## src/rtl/mix_column_engine.sv

```systemverilog
// Iterative AES MixColumns / InvMixColumns engine.
// Accepts a 128-bit state, transforms COLS_PER_CYCLE columns per clock and
// returns the result over a valid/ready handshake. The mode is chosen per state.
//
// Ports:
//   clk, rst_n             clock, asynchronous active-low reset
//   in_valid / in_ready    input handshake
//   in_state, in_inverse   state to transform (column j = [32j+31:32j], b0 = MSB)
//                          and mode (0 = MixColumns, 1 = InvMixColumns)
//   out_valid / out_ready  output handshake
//   out_state              transformed state, same layout as in_state
//   busy                   high while a state is held (BUSY or DONE)
module mix_column_engine #(
    parameter int unsigned COLS_PER_CYCLE = 1
) (
    input  logic         clk,
    input  logic         rst_n,
    input  logic         in_valid,
    output logic         in_ready,
    input  logic [127:0] in_state,
    input  logic         in_inverse,
    output logic         out_valid,
    input  logic         out_ready,
    output logic [127:0] out_state,
    output logic         busy
);

    localparam int unsigned CPC_SAFE  = (COLS_PER_CYCLE == 0) ? 1 : COLS_PER_CYCLE;
    localparam int unsigned NUM_STEPS = 4 / CPC_SAFE;
    localparam int unsigned STEP_W    = 2;
    localparam logic [STEP_W-1:0] LAST_STEP = STEP_W'(NUM_STEPS - 1);

    if (!(COLS_PER_CYCLE == 1 || COLS_PER_CYCLE == 2 || COLS_PER_CYCLE == 4)) begin : g_bad_param
        $error("mix_column_engine: COLS_PER_CYCLE must be 1, 2 or 4");
    end

    typedef enum logic [1:0] {
        ST_IDLE = 2'd0,
        ST_BUSY = 2'd1,
        ST_DONE = 2'd2
    } state_e;

    // GF(2^8) multiply by 2 modulo x^8+x^4+x^3+x+1
    function automatic logic [7:0] xtime(input logic [7:0] x);
        return {x[6:0], 1'b0} ^ (x[7] ? 8'h1b : 8'h00);
    endfunction

    // Forward MixColumns on one column, b0 in the top byte
    function automatic logic [31:0] mix_fwd(input logic [31:0] c);
        logic [7:0] b0, b1, b2, b3, t;
        b0 = c[31:24];
        b1 = c[23:16];
        b2 = c[15:8];
        b3 = c[7:0];
        t  = b0 ^ b1 ^ b2 ^ b3;
        return {b0 ^ t ^ xtime(b0 ^ b1),
                b1 ^ t ^ xtime(b1 ^ b2),
                b2 ^ t ^ xtime(b2 ^ b3),
                b3 ^ t ^ xtime(b3 ^ b0)};
    endfunction

    // Inverse = forward applied after a {5,0,4,0} pre-mix
    function automatic logic [31:0] mix_col(input logic [31:0] c, input logic inv);
        logic [7:0] u, v;
        logic [31:0] pre;
        u   = xtime(xtime(c[31:24] ^ c[15:8]));
        v   = xtime(xtime(c[23:16] ^ c[7:0]));
        pre = inv ? (c ^ {u, v, u, v}) : c;
        return mix_fwd(pre);
    endfunction

    state_e            state_q, state_d;
    logic [STEP_W-1:0] step_q, step_d;
    logic [127:0]      work_q, work_d;
    logic              mode_q, mode_d;
    logic              in_ready_q, out_valid_q, busy_q;

    logic [1:0]        col_idx [CPC_SAFE];
    logic [31:0]       col_res [CPC_SAFE];

    // Column mux: step k works on columns k*C .. k*C+C-1
    for (genvar i = 0; i < int'(CPC_SAFE); i++) begin : g_col
        assign col_idx[i] = 2'((32'(step_q) * CPC_SAFE) + 32'(i));
        assign col_res[i] = mix_col(work_q[{col_idx[i], 5'b0} +: 32], mode_q);
    end

    // Next-state and datapath update
    always_comb begin
        state_d = state_q;
        step_d  = step_q;
        work_d  = work_q;
        mode_d  = mode_q;
        unique case (state_q)
            ST_IDLE: begin
                // in_ready_q is low in the first clock after reset release
                if (in_valid && in_ready_q) begin
                    work_d  = in_state;
                    mode_d  = in_inverse;
                    step_d  = '0;
                    state_d = ST_BUSY;
                end
            end
            ST_BUSY: begin
                for (int i = 0; i < int'(CPC_SAFE); i++) begin
                    work_d[{col_idx[i], 5'b0} +: 32] = col_res[i];
                end
                step_d = step_q + STEP_W'(1);
                if (step_q == LAST_STEP) begin
                    state_d = ST_DONE;
                end
            end
            ST_DONE: begin
                if (out_valid_q && out_ready) begin
                    state_d = ST_IDLE;
                end
            end
            default: state_d = ST_IDLE;
        endcase
    end

    // State, datapath and registered handshake outputs
    always_ff @(posedge clk or negedge rst_n) begin
        if (!rst_n) begin
            state_q     <= ST_IDLE;
            step_q      <= '0;
            work_q      <= '0;
            mode_q      <= 1'b0;
            in_ready_q  <= 1'b0;
            out_valid_q <= 1'b0;
            busy_q      <= 1'b0;
        end else begin
            state_q     <= state_d;
            step_q      <= step_d;
            work_q      <= work_d;
            mode_q      <= mode_d;
            in_ready_q  <= (state_d == ST_IDLE);
            out_valid_q <= (state_d == ST_DONE);
            busy_q      <= (state_d != ST_IDLE);
        end
    end

    assign in_ready  = in_ready_q;
    assign out_valid = out_valid_q;
    assign out_state = work_q;
    assign busy      = busy_q;

endmodule

```

## config.mk

```make
export PLATFORM = sky130hd
export DESIGN_NAME = mix_column_engine
export DESIGN_NICKNAME = d
export VERILOG_FILES = /design/src/rtl/mix_column_engine.sv
export SDC_FILE = /design/constraint.sdc
export NUM_CORES = 1
export LEC_CHECK = 0
export ABC_CLOCK_PERIOD_IN_PS = 9700
export BUFFER_PORTS_ARGS = -buffer_cell sky130_fd_sc_hd__buf_2
export CORE_MARGIN = 5
export CORE_UTILIZATION = 57
export CTS_CLUSTER_SIZE = 25
export DETAILED_ROUTE_END_ITERATION = 7
export PLACE_DENSITY = 0.87
export SLEW_MARGIN = 25
export SYNTH_ARGS = -nofsm -noshare
export SYNTH_HDL_FRONTEND = slang
export SYNTH_SLANG_ARGS = --single-unit
```

## constraint.sdc

```tcl
create_clock -name clk -period 9.7 [get_ports clk]
set_clock_uncertainty 0.15 [all_clocks]
set_input_delay 0.485 -clock clk [delete_from_list [all_inputs] [get_ports clk]]
set_output_delay 0.485 -clock clk [all_outputs]
set_load 0.1 [all_outputs]
```

==> impl_summary.log, run 1 <==
[metrics] Detailed Route Iter0 Violations: 1,025
[metrics] RD Place Congestion: 1.00
[metrics] capture point of the worst reg-to-reg path: out_state[57]
[metrics] largest cells by area after synthesis: sky130_fd_sc_hd__dfrtp_1, sky130_fd_sc_hd__a221oi_1, sky130_fd_sc_hd__nor2_1
[metrics] initial antenna violation count: 0
[metrics] Detailed Routing Iterations Pass 1: 6
[metrics] CTS tree: yes
[metrics] average routed wire per standard cell: 23.3 um
[metrics] class of the most critical setup path: reg -> reg
[metrics] count of cells along the worst hold path: 3
[metrics] starting density of the core: 58.6%
[metrics] Max-cap violations: 0
[metrics] R2R setup slack: 5.19 ns
[metrics] predominant post-synthesis flop cell: sky130_fd_sc_hd__dfrtp_1
[metrics] post-synth net total: 999
[metrics] maximum clock frequency: 222 MHz
[metrics] Final Hold Fails: 0
[metrics] DP HPWL: 21,700 um
[metrics] setup violators final: 0
[metrics] later-pin clock latency in the skew report: 0.43 ns
[metrics] layout cell share with drive strength beyond 1: 32.9%
[metrics] post-CTS setup buffer count: 0
[metrics] final max-slew violation count: 0
[metrics] Final TNS setup: 0 ns
[metrics] core region area: 15,300 sq um
[metrics] shortest clock period the worst path allows after layout: 4.51 ns
[metrics] detailed-route wire length: 30,800 um
[metrics] relative slew slack: 39.4%
[metrics] clock slew at the register clock pins of the worst setup and hold paths: 0.06 ns
[metrics] worst setup timing slack at the placement stage: 5.27 ns
[metrics] Worst Setup Slack, final: 5.19 ns
[metrics] H-tree Lvls: 4
[metrics] RR Startpoint: step_q[0]
[metrics] count of cell types in the netlist: 46
[metrics] Post-synth EDFFs: 0
[metrics] die area: 18,400 sq um
[metrics] yosys warns: 0
[metrics] Root Buffer: sky130_fd_sc_hd__clkbuf_16
[metrics] via count of the first global-routing pass: 8,573
[metrics] Tightest Pin Transition: 0.910 ns
[metrics] largest fanout on the critical path: 45
[metrics] Async SR Flop Fraction: 100%
[metrics] RSZ-0062 raised after global routing: false
[metrics] post-synth top area cell: sky130_fd_sc_hd__dfrtp_1
[metrics] remaining antenna violation count after routing: 0
[metrics] number of clock sinks: 136
[metrics] Layout Area Growth over Synthesis: 22.8%
[metrics] hold_ws: 0.161 ns
[metrics] sequential share of the synthesized area: 37.9%
[metrics] maximum number of pins on one net before global-route repair: 85
[metrics] Chip Height: 136 um
[metrics] CP Launch Type: flip-flop
[metrics] clk buf depth: 2
[metrics] Congestion Overflow GR: 0
[metrics] detailed-route DRC error count: 0
[metrics] FP Rows: 45
[metrics] Cell Area, Synth: 8980 sq um
[metrics] IO Port Bufs: 263
[metrics] data required time at the worst endpoint: 9.86 ns
[metrics] Seq cells post-synth: 136
[metrics] I/O pin cnt: 264
[metrics] gr usage total: 33.7%
[metrics] hold worst-path end: out_state[64]
[metrics] Ant. Diodes: 0
[metrics] wire length of the first global-routing pass: 47,300 um
[metrics] worst r2r path cells: 10
[metrics] worst endpoint data arrival time: 4.67 ns
[metrics] Vias per Instance: 6.38
[metrics] number of buffers inserted during clock tree synthesis: 17
[metrics] fraction of synthesized cell area taken by the top area cell type: 37.9%
[metrics] routed vias: 8,430
[metrics] run status: complete, no violations
[metrics] synthesized instance count: 862
[metrics] Min-Delay Path Class: in -> reg
[metrics] post-route clock period utilization: 46.5%
[metrics] mean cell area of the mapped netlist: 10.4 sq um
[metrics] hold_sp: in_state[64]
[metrics] DIE WIDTH: 136 um
[metrics] final layout net count: 1,234
[metrics] element type at the critical path end: flip-flop
[metrics] filler cell count: 1,110
## worst max-delay path by stage
stage	from	to	cells past startpoint
floorplan	out_state[119]	out_state[36]	9
global placement	step_q[0]	out_state[57]	10
detailed placement	step_q[0]	out_state[25]	10
CTS	step_q[0]	out_state[25]	10
global route	step_q[0]	out_state[25]	10
finish	step_q[0]	out_state[57]	10
## worst max-delay path, stage by stage, from the launching register on
cell and delay, ns:
sky130_fd_sc_hd__dfrtp_2 0.34, sky130_fd_sc_hd__buf_4 0.61, sky130_fd_sc_hd__mux4_1 0.76, sky130_fd_sc_hd__xor2_1 0.48, sky130_fd_sc_hd__xnor2_1 0.22, sky130_fd_sc_hd__nand2_2 0.15
sky130_fd_sc_hd__xor2_1 0.59, sky130_fd_sc_hd__xnor2_2 0.23, sky130_fd_sc_hd__xnor3_1 0.44, sky130_fd_sc_hd__a221oi_1 0.31, sky130_fd_sc_hd__nor2_1 0.09
## sequential cells by signal, summed over array words and instances (netlist names)
signal     count
out_state    128
state_q        2
step_q         2
busy           1
in_ready       1
mode_q         1
out_valid      1
## synthesized netlist by cell type, types with 2 or more instances
| library cell | count |
|---|---|
| sky130_fd_sc_hd__ha_1 | 4 |
| sky130_fd_sc_hd__nor2_1 | 232 |
| sky130_fd_sc_hd__buf_1 | 2 |
| sky130_fd_sc_hd__buf_4 | 3 |
| sky130_fd_sc_hd__xor2_2 | 4 |
| sky130_fd_sc_hd__nand2_2 | 3 |
| sky130_fd_sc_hd__buf_12 | 2 |
| sky130_fd_sc_hd__nand2_1 | 27 |
| sky130_fd_sc_hd__nand2b_1 | 2 |
| sky130_fd_sc_hd__mux4_2 | 17 |
| sky130_fd_sc_hd__o22ai_1 | 20 |
| sky130_fd_sc_hd__xor2_4 | 4 |
| sky130_fd_sc_hd__xor2_1 | 39 |
| sky130_fd_sc_hd__xnor3_2 | 4 |
| sky130_fd_sc_hd__mux2_2 | 2 |
| sky130_fd_sc_hd__xnor2_4 | 2 |
| sky130_fd_sc_hd__xnor2_1 | 93 |
| sky130_fd_sc_hd__a221oi_2 | 4 |
| sky130_fd_sc_hd__buf_6 | 2 |
| sky130_fd_sc_hd__mux2i_1 | 3 |
| sky130_fd_sc_hd__and4_1 | 2 |
| sky130_fd_sc_hd__xor3_1 | 2 |
| sky130_fd_sc_hd__xnor2_2 | 4 |
| sky130_fd_sc_hd__xnor3_1 | 16 |
| sky130_fd_sc_hd__a21o_1 | 4 |
| sky130_fd_sc_hd__dfrtp_1 | 136 |
| sky130_fd_sc_hd__nand4_1 | 3 |
| sky130_fd_sc_hd__inv_1 | 4 |
| sky130_fd_sc_hd__mux4_1 | 15 |
| sky130_fd_sc_hd__nor2b_1 | 2 |
| sky130_fd_sc_hd__a21oi_1 | 28 |
| sky130_fd_sc_hd__o21ai_0 | 5 |
| sky130_fd_sc_hd__clkbuf_1 | 53 |
| sky130_fd_sc_hd__o211ai_1 | 4 |
| sky130_fd_sc_hd__buf_2 | 2 |
| sky130_fd_sc_hd__nand3_1 | 4 |
| sky130_fd_sc_hd__a221oi_1 | 100 |
## timing repair
action                                 4_1_cts  5_1_grt
hold buffers                                 1        0
endpoints found under the hold margin       62        0
resized for setup                            0        0
## cell type report
type | instances | area (sq um) | area share [%]
repair buffers | 280 | 1460 | 13.2
flip-flops and latches | 136 | 3400 | 30.9
inverters | 5 | 18.8 | 0.170
well taps | 211 | 264 | 2.39
clock inverters | 12 | 101 | 0.919
multi-input cells | 657 | 5320 | 48.2
clock buffers | 20 | 467 | 4.23
## metal layers
layer  global-route usage, %  wire length, um  up-vias
met2                    53.3            14600      702
met5                       0                0        -
li1                        -                -     3583
met1                    44.0            11100     4029
met4                    16.3             1200        0
met3                    7.91             3900      116
## stage by stage
| stage | cells | area [sq um] | util [%] |
|---|---|---|---|
| 2_1_floorplan | 862 | 8980 | - |
| 3_3_place_gp | 1288 | 10400 | 68.2 |
| 3_5_place_dp | 1288 | 10400 | 68.2 |
| 4_1_cts | 1321 | 11000 | 72.0 |
| 5_1_grt | 1321 | 11000 | 72.0 |
| 6_report | 1321 | 11000 | 72.0 |
## cells by family after synthesis
| family | count (synthesis) | share of synthesized area [%] |
|---|---|---|
| AOI/OAI and AO/OA | 167 | 14.5 |
| xor gates and xnor gates | 168 | 21.8 |
| adders and majority gates | 4 | 0.557 |
| buffers and inverters | 69 | 3.57 |
| DFF | 136 | 37.9 |
| muxes | 37 | 9.24 |
| and+or+nand+nor | 281 | 12.4 |
## cells in the final DEF, fill, tap and decap left out, types with 5 or more instances in the layout
master and n:
sky130_fd_sc_hd__a21oi_1 24, sky130_fd_sc_hd__a221oi_1 100, sky130_fd_sc_hd__buf_2 262, sky130_fd_sc_hd__buf_4 15, sky130_fd_sc_hd__clkbuf_16 17, sky130_fd_sc_hd__clkinv_2 6
sky130_fd_sc_hd__dfrtp_1 135, sky130_fd_sc_hd__mux4_1 15, sky130_fd_sc_hd__mux4_2 17, sky130_fd_sc_hd__nand2_1 27, sky130_fd_sc_hd__nor2_1 232, sky130_fd_sc_hd__o21ai_0 5
sky130_fd_sc_hd__o22ai_1 20, sky130_fd_sc_hd__xnor2_1 93, sky130_fd_sc_hd__xnor3_1 16, sky130_fd_sc_hd__xor2_1 39
Power of run 1 is not shown: default switching activity piles up to over one toggle a cycle in this logic, so the estimate is an artifact.
==> run 2: changes to the inputs <==
- ABC_CLOCK_PERIOD_IN_PS: 9700 -> 4250
- CORE_UTILIZATION: 57 -> 53
- PLACE_DENSITY: 0.87 -> 0.82
- clock period: 9.7 -> 4.25 ns (I/O delays scaled with it)
==> run 2 against run 1 <==
Die area grew 7.0%. Hold slack gained 0.0056 ns. Cell area grew 13%. First-iteration DRC count grew 30%. Sequential share of layout area shrank 3.5 points. Critical endpoint is now out_state[23]. Largest cell class unchanged. Highest routed layer unchanged.
==> impl_summary.log, run 2 (synthesis results as in run 1) <==
[metrics] startpoint of the worst setup timing path: step_q[0] (unchanged)
[metrics] final max-slew violation count: 0 (unchanged)
[metrics] FP Rows: 47 (was 45)
[metrics] capture point of the worst reg-to-reg path: out_state[23] (was out_state[57])
[metrics] global-route met1 utilization: 43.7% (was 44.0%)
[metrics] via count of the first global-routing pass: 9,882 (was 8,573)
[metrics] most heavily used metal layer in global routing: met2 (unchanged)
[metrics] gr usage total: 36.3% (was 33.7%)
[metrics] post-CTS setup buffer count: 0 (unchanged)
[metrics] Chip Height: 140 um (was 136 um)
[metrics] detailed-route DRC error count: 0 (unchanged)
[metrics] later-pin clock latency in the skew report: 0.44 ns (was 0.43 ns)
[metrics] maximum number of pins on one net before global-route repair: 97 (was 85)
[metrics] routed vias: 9,473 (was 8,430)
[metrics] termination of the worst setup path: out_state[23] (was out_state[57])
[metrics] shortest clock period the worst path allows after layout: 4.07 ns (was 4.51 ns)
[metrics] die area: 19,600 sq um (was 18,400 sq um)
[metrics] number of clock sinks: 136 (unchanged)
[metrics] largest fanout on the critical path: 18 (was 45)
[metrics] Root Buffer: sky130_fd_sc_hd__clkbuf_16 (unchanged)
[metrics] Tightest Pin Transition: 0.966 ns (was 0.910 ns)
[metrics] met3 track utilization from global routing: 10.1% (was 7.91%)
[metrics] core region area: 16,600 sq um (was 15,300 sq um)
[metrics] Congestion Overflow GR: 0 (unchanged)
[metrics] Min-Delay Path Class: in -> reg (unchanged)
[metrics] commonest non-fill, non-tap cells in the layout: sky130_fd_sc_hd__buf_2, sky130_fd_sc_hd__nor2_1, sky130_fd_sc_hd__dfrtp_1 (unchanged)
[metrics] remaining antenna violation count after routing: 0 (unchanged)
[metrics] DP HPWL: 22,100 um (was 21,700 um)
[metrics] Max-cap violations: 0 (unchanged)
[metrics] run status: complete, no violations (unchanged)
[metrics] clock slew at the register clock pins of the worst setup and hold paths: 0.06 ns (about the same)
[metrics] average routed wire per standard cell: 24.8 um (was 23.3 um)
[metrics] number of buffers inserted during clock tree synthesis: 17 (unchanged)
[metrics] post-route clock period utilization: 95.8% (was 46.5%)
[metrics] Final TNS setup: 0 ns (unchanged)
[metrics] leading cell type in the layout, fill and taps excluded: sky130_fd_sc_hd__buf_2 (unchanged)
[metrics] Final Hold Fails: 0 (unchanged)
[metrics] initial antenna violation count: 1 (was 0)
[metrics] relative slew slack: 35.6% (was 39.4%)
[metrics] number of flip-flops in the largest register: 128 (unchanged)
[metrics] I/O pin cnt: 264 (unchanged)
[metrics] Detailed Routing Iterations Pass 1: 6 (unchanged)
[metrics] clk buf depth: 2 (unchanged)
[metrics] element type at the critical path end: flip-flop (unchanged)
[metrics] maximum clock frequency: 246 MHz (was 222 MHz)
[metrics] layout cell share with drive strength beyond 1: 29.7% (was 32.9%)
[metrics] Detailed Route Iter0 Violations: 1,331 (was 1,025)
[metrics] hold_sp: in_valid (was in_state[64])
[metrics] Layout Area Growth over Synthesis: 38.5% (was 22.8%)
[metrics] Vias per Instance: 6.45 (was 6.38)
[metrics] final layout net count: 1,371 (was 1,234)
[metrics] RSZ-0062 raised after global routing: false (unchanged)
[metrics] number of cells upsized or downsized after cts: 0 (unchanged)
[metrics] RD Place Congestion: 0.958 (was 1.00)
[metrics] wire length of the first global-routing pass: 55,400 um (was 47,300 um)
[metrics] R2R setup slack: 0.18 ns (was 5.19 ns)
[metrics] H-tree Lvls: 4 (unchanged)
[metrics] worst r2r path cells: 10 (unchanged)
[metrics] detailed-route wire length: 36,400 um (was 30,800 um)
[metrics] IO Port Bufs: 263 (unchanged)
[metrics] data required time at the worst endpoint: 4.41 ns (was 9.86 ns)
[metrics] DIE WIDTH: 140 um (was 136 um)
[metrics] worst endpoint data arrival time: 4.23 ns (was 4.67 ns)
[metrics] CP Launch Type: flip-flop (unchanged)
[metrics] setup violators final: 0 (unchanged)
[metrics] CTS tree: yes (unchanged)
[metrics] class of the most critical setup path: reg -> reg (unchanged)
[metrics] global routing usage on met2: 58.0% (was 53.3%)
[metrics] RR Startpoint: step_q[0] (unchanged)
[metrics] starting density of the core: 54.2% (was 58.6%)
==> run 2: cell count changes in the layout (fill, tap and decap cells not counted), moves of 2 or more <==
cell / delta
sky130_fd_sc_hd__clkinv_2: -4
sky130_fd_sc_hd__buf_4: +5
sky130_fd_sc_hd__dlygate4sd3_1: +130
sky130_fd_sc_hd__clkinvlp_4: +2
sky130_fd_sc_hd__buf_16: +2
sky130_fd_sc_hd__clkbuf_1: +3
sky130_fd_sc_hd__diode_2: +2
==> run 2: through the flow <==
| stage | area [sq um] | setup slack, ns | utilization, % | hold slack (ns) | instances |
|---|---|---|---|---|---|
| 2_1_floorplan | 8980 | 0.461 | - | -0.233 | 862 |
| 3_3_place_gp | 10500 | 0.408 | 63.4 | 0.227 | 1302 |
| 3_5_place_dp | 10500 | 0.335 | 63.4 | 0.230 | 1302 |
| 4_1_cts | 12400 | 0.297 | 74.7 | 0.165 | 1465 |
| 5_1_grt | 12400 | 0.0905 | 75.0 | 0.193 | 1468 |
| 6_report | 12400 | 0.179 | 75.0 | 0.167 | 1469 |
==> run 2: layer usage <==
layer | vias up | wire (um)
li1 | 3853 | -
met4 | 0 | 2560
met3 | 255 | 4340
met2 | 916 | 16800
met1 | 4449 | 12600
met5 | - | 0
==> run 2: area by class of cell <==
| type | count | area (sq um) |
|---|---|---|
| clock buffers | 22 | 464 |
| clock inverters | 10 | 96.3 |
| fillers | 1060 | 4140 |
| well taps | 220 | 275 |
| multi-input cells | 657 | 5320 |
| inverters | 5 | 18.8 |
| repair buffers | 417 | 2860 |
| diodes | 2 | 5.00 |
| flip-flops and latches | 136 | 3400 |
==> run 2: repair_timing <==
item,CTS,global route
hold endpoints to repair,228,0
hold buffers,131,0
setup endpoints to repair,0,0
==> run 2: worst min-delay path by stage <==
stage	slack [ns]	cells past startpoint	end
after floorplan	-0.23	0	busy
after global placement	0.23	1	out_state[68]
after detailed placement	0.23	1	out_state[68]
after CTS	0.16	4	busy
after global routing	0.19	4	busy
final	0.17	4	busy
==> run 2: critical path, stage by stage, from the launching register on <==
cell	delay [ns]
sky130_fd_sc_hd__dfrtp_2	0.50
sky130_fd_sc_hd__buf_12	0.21
sky130_fd_sc_hd__buf_4	0.30
sky130_fd_sc_hd__mux4_1	0.75
sky130_fd_sc_hd__xor2_1	0.38
sky130_fd_sc_hd__xnor2_1	0.16
sky130_fd_sc_hd__nand2_1	0.13
sky130_fd_sc_hd__xor2_1	0.39
sky130_fd_sc_hd__xnor3_1	0.47
sky130_fd_sc_hd__a221oi_1	0.38
sky130_fd_sc_hd__nor2_1	0.10
Power of run 2 is left out for the same reason.
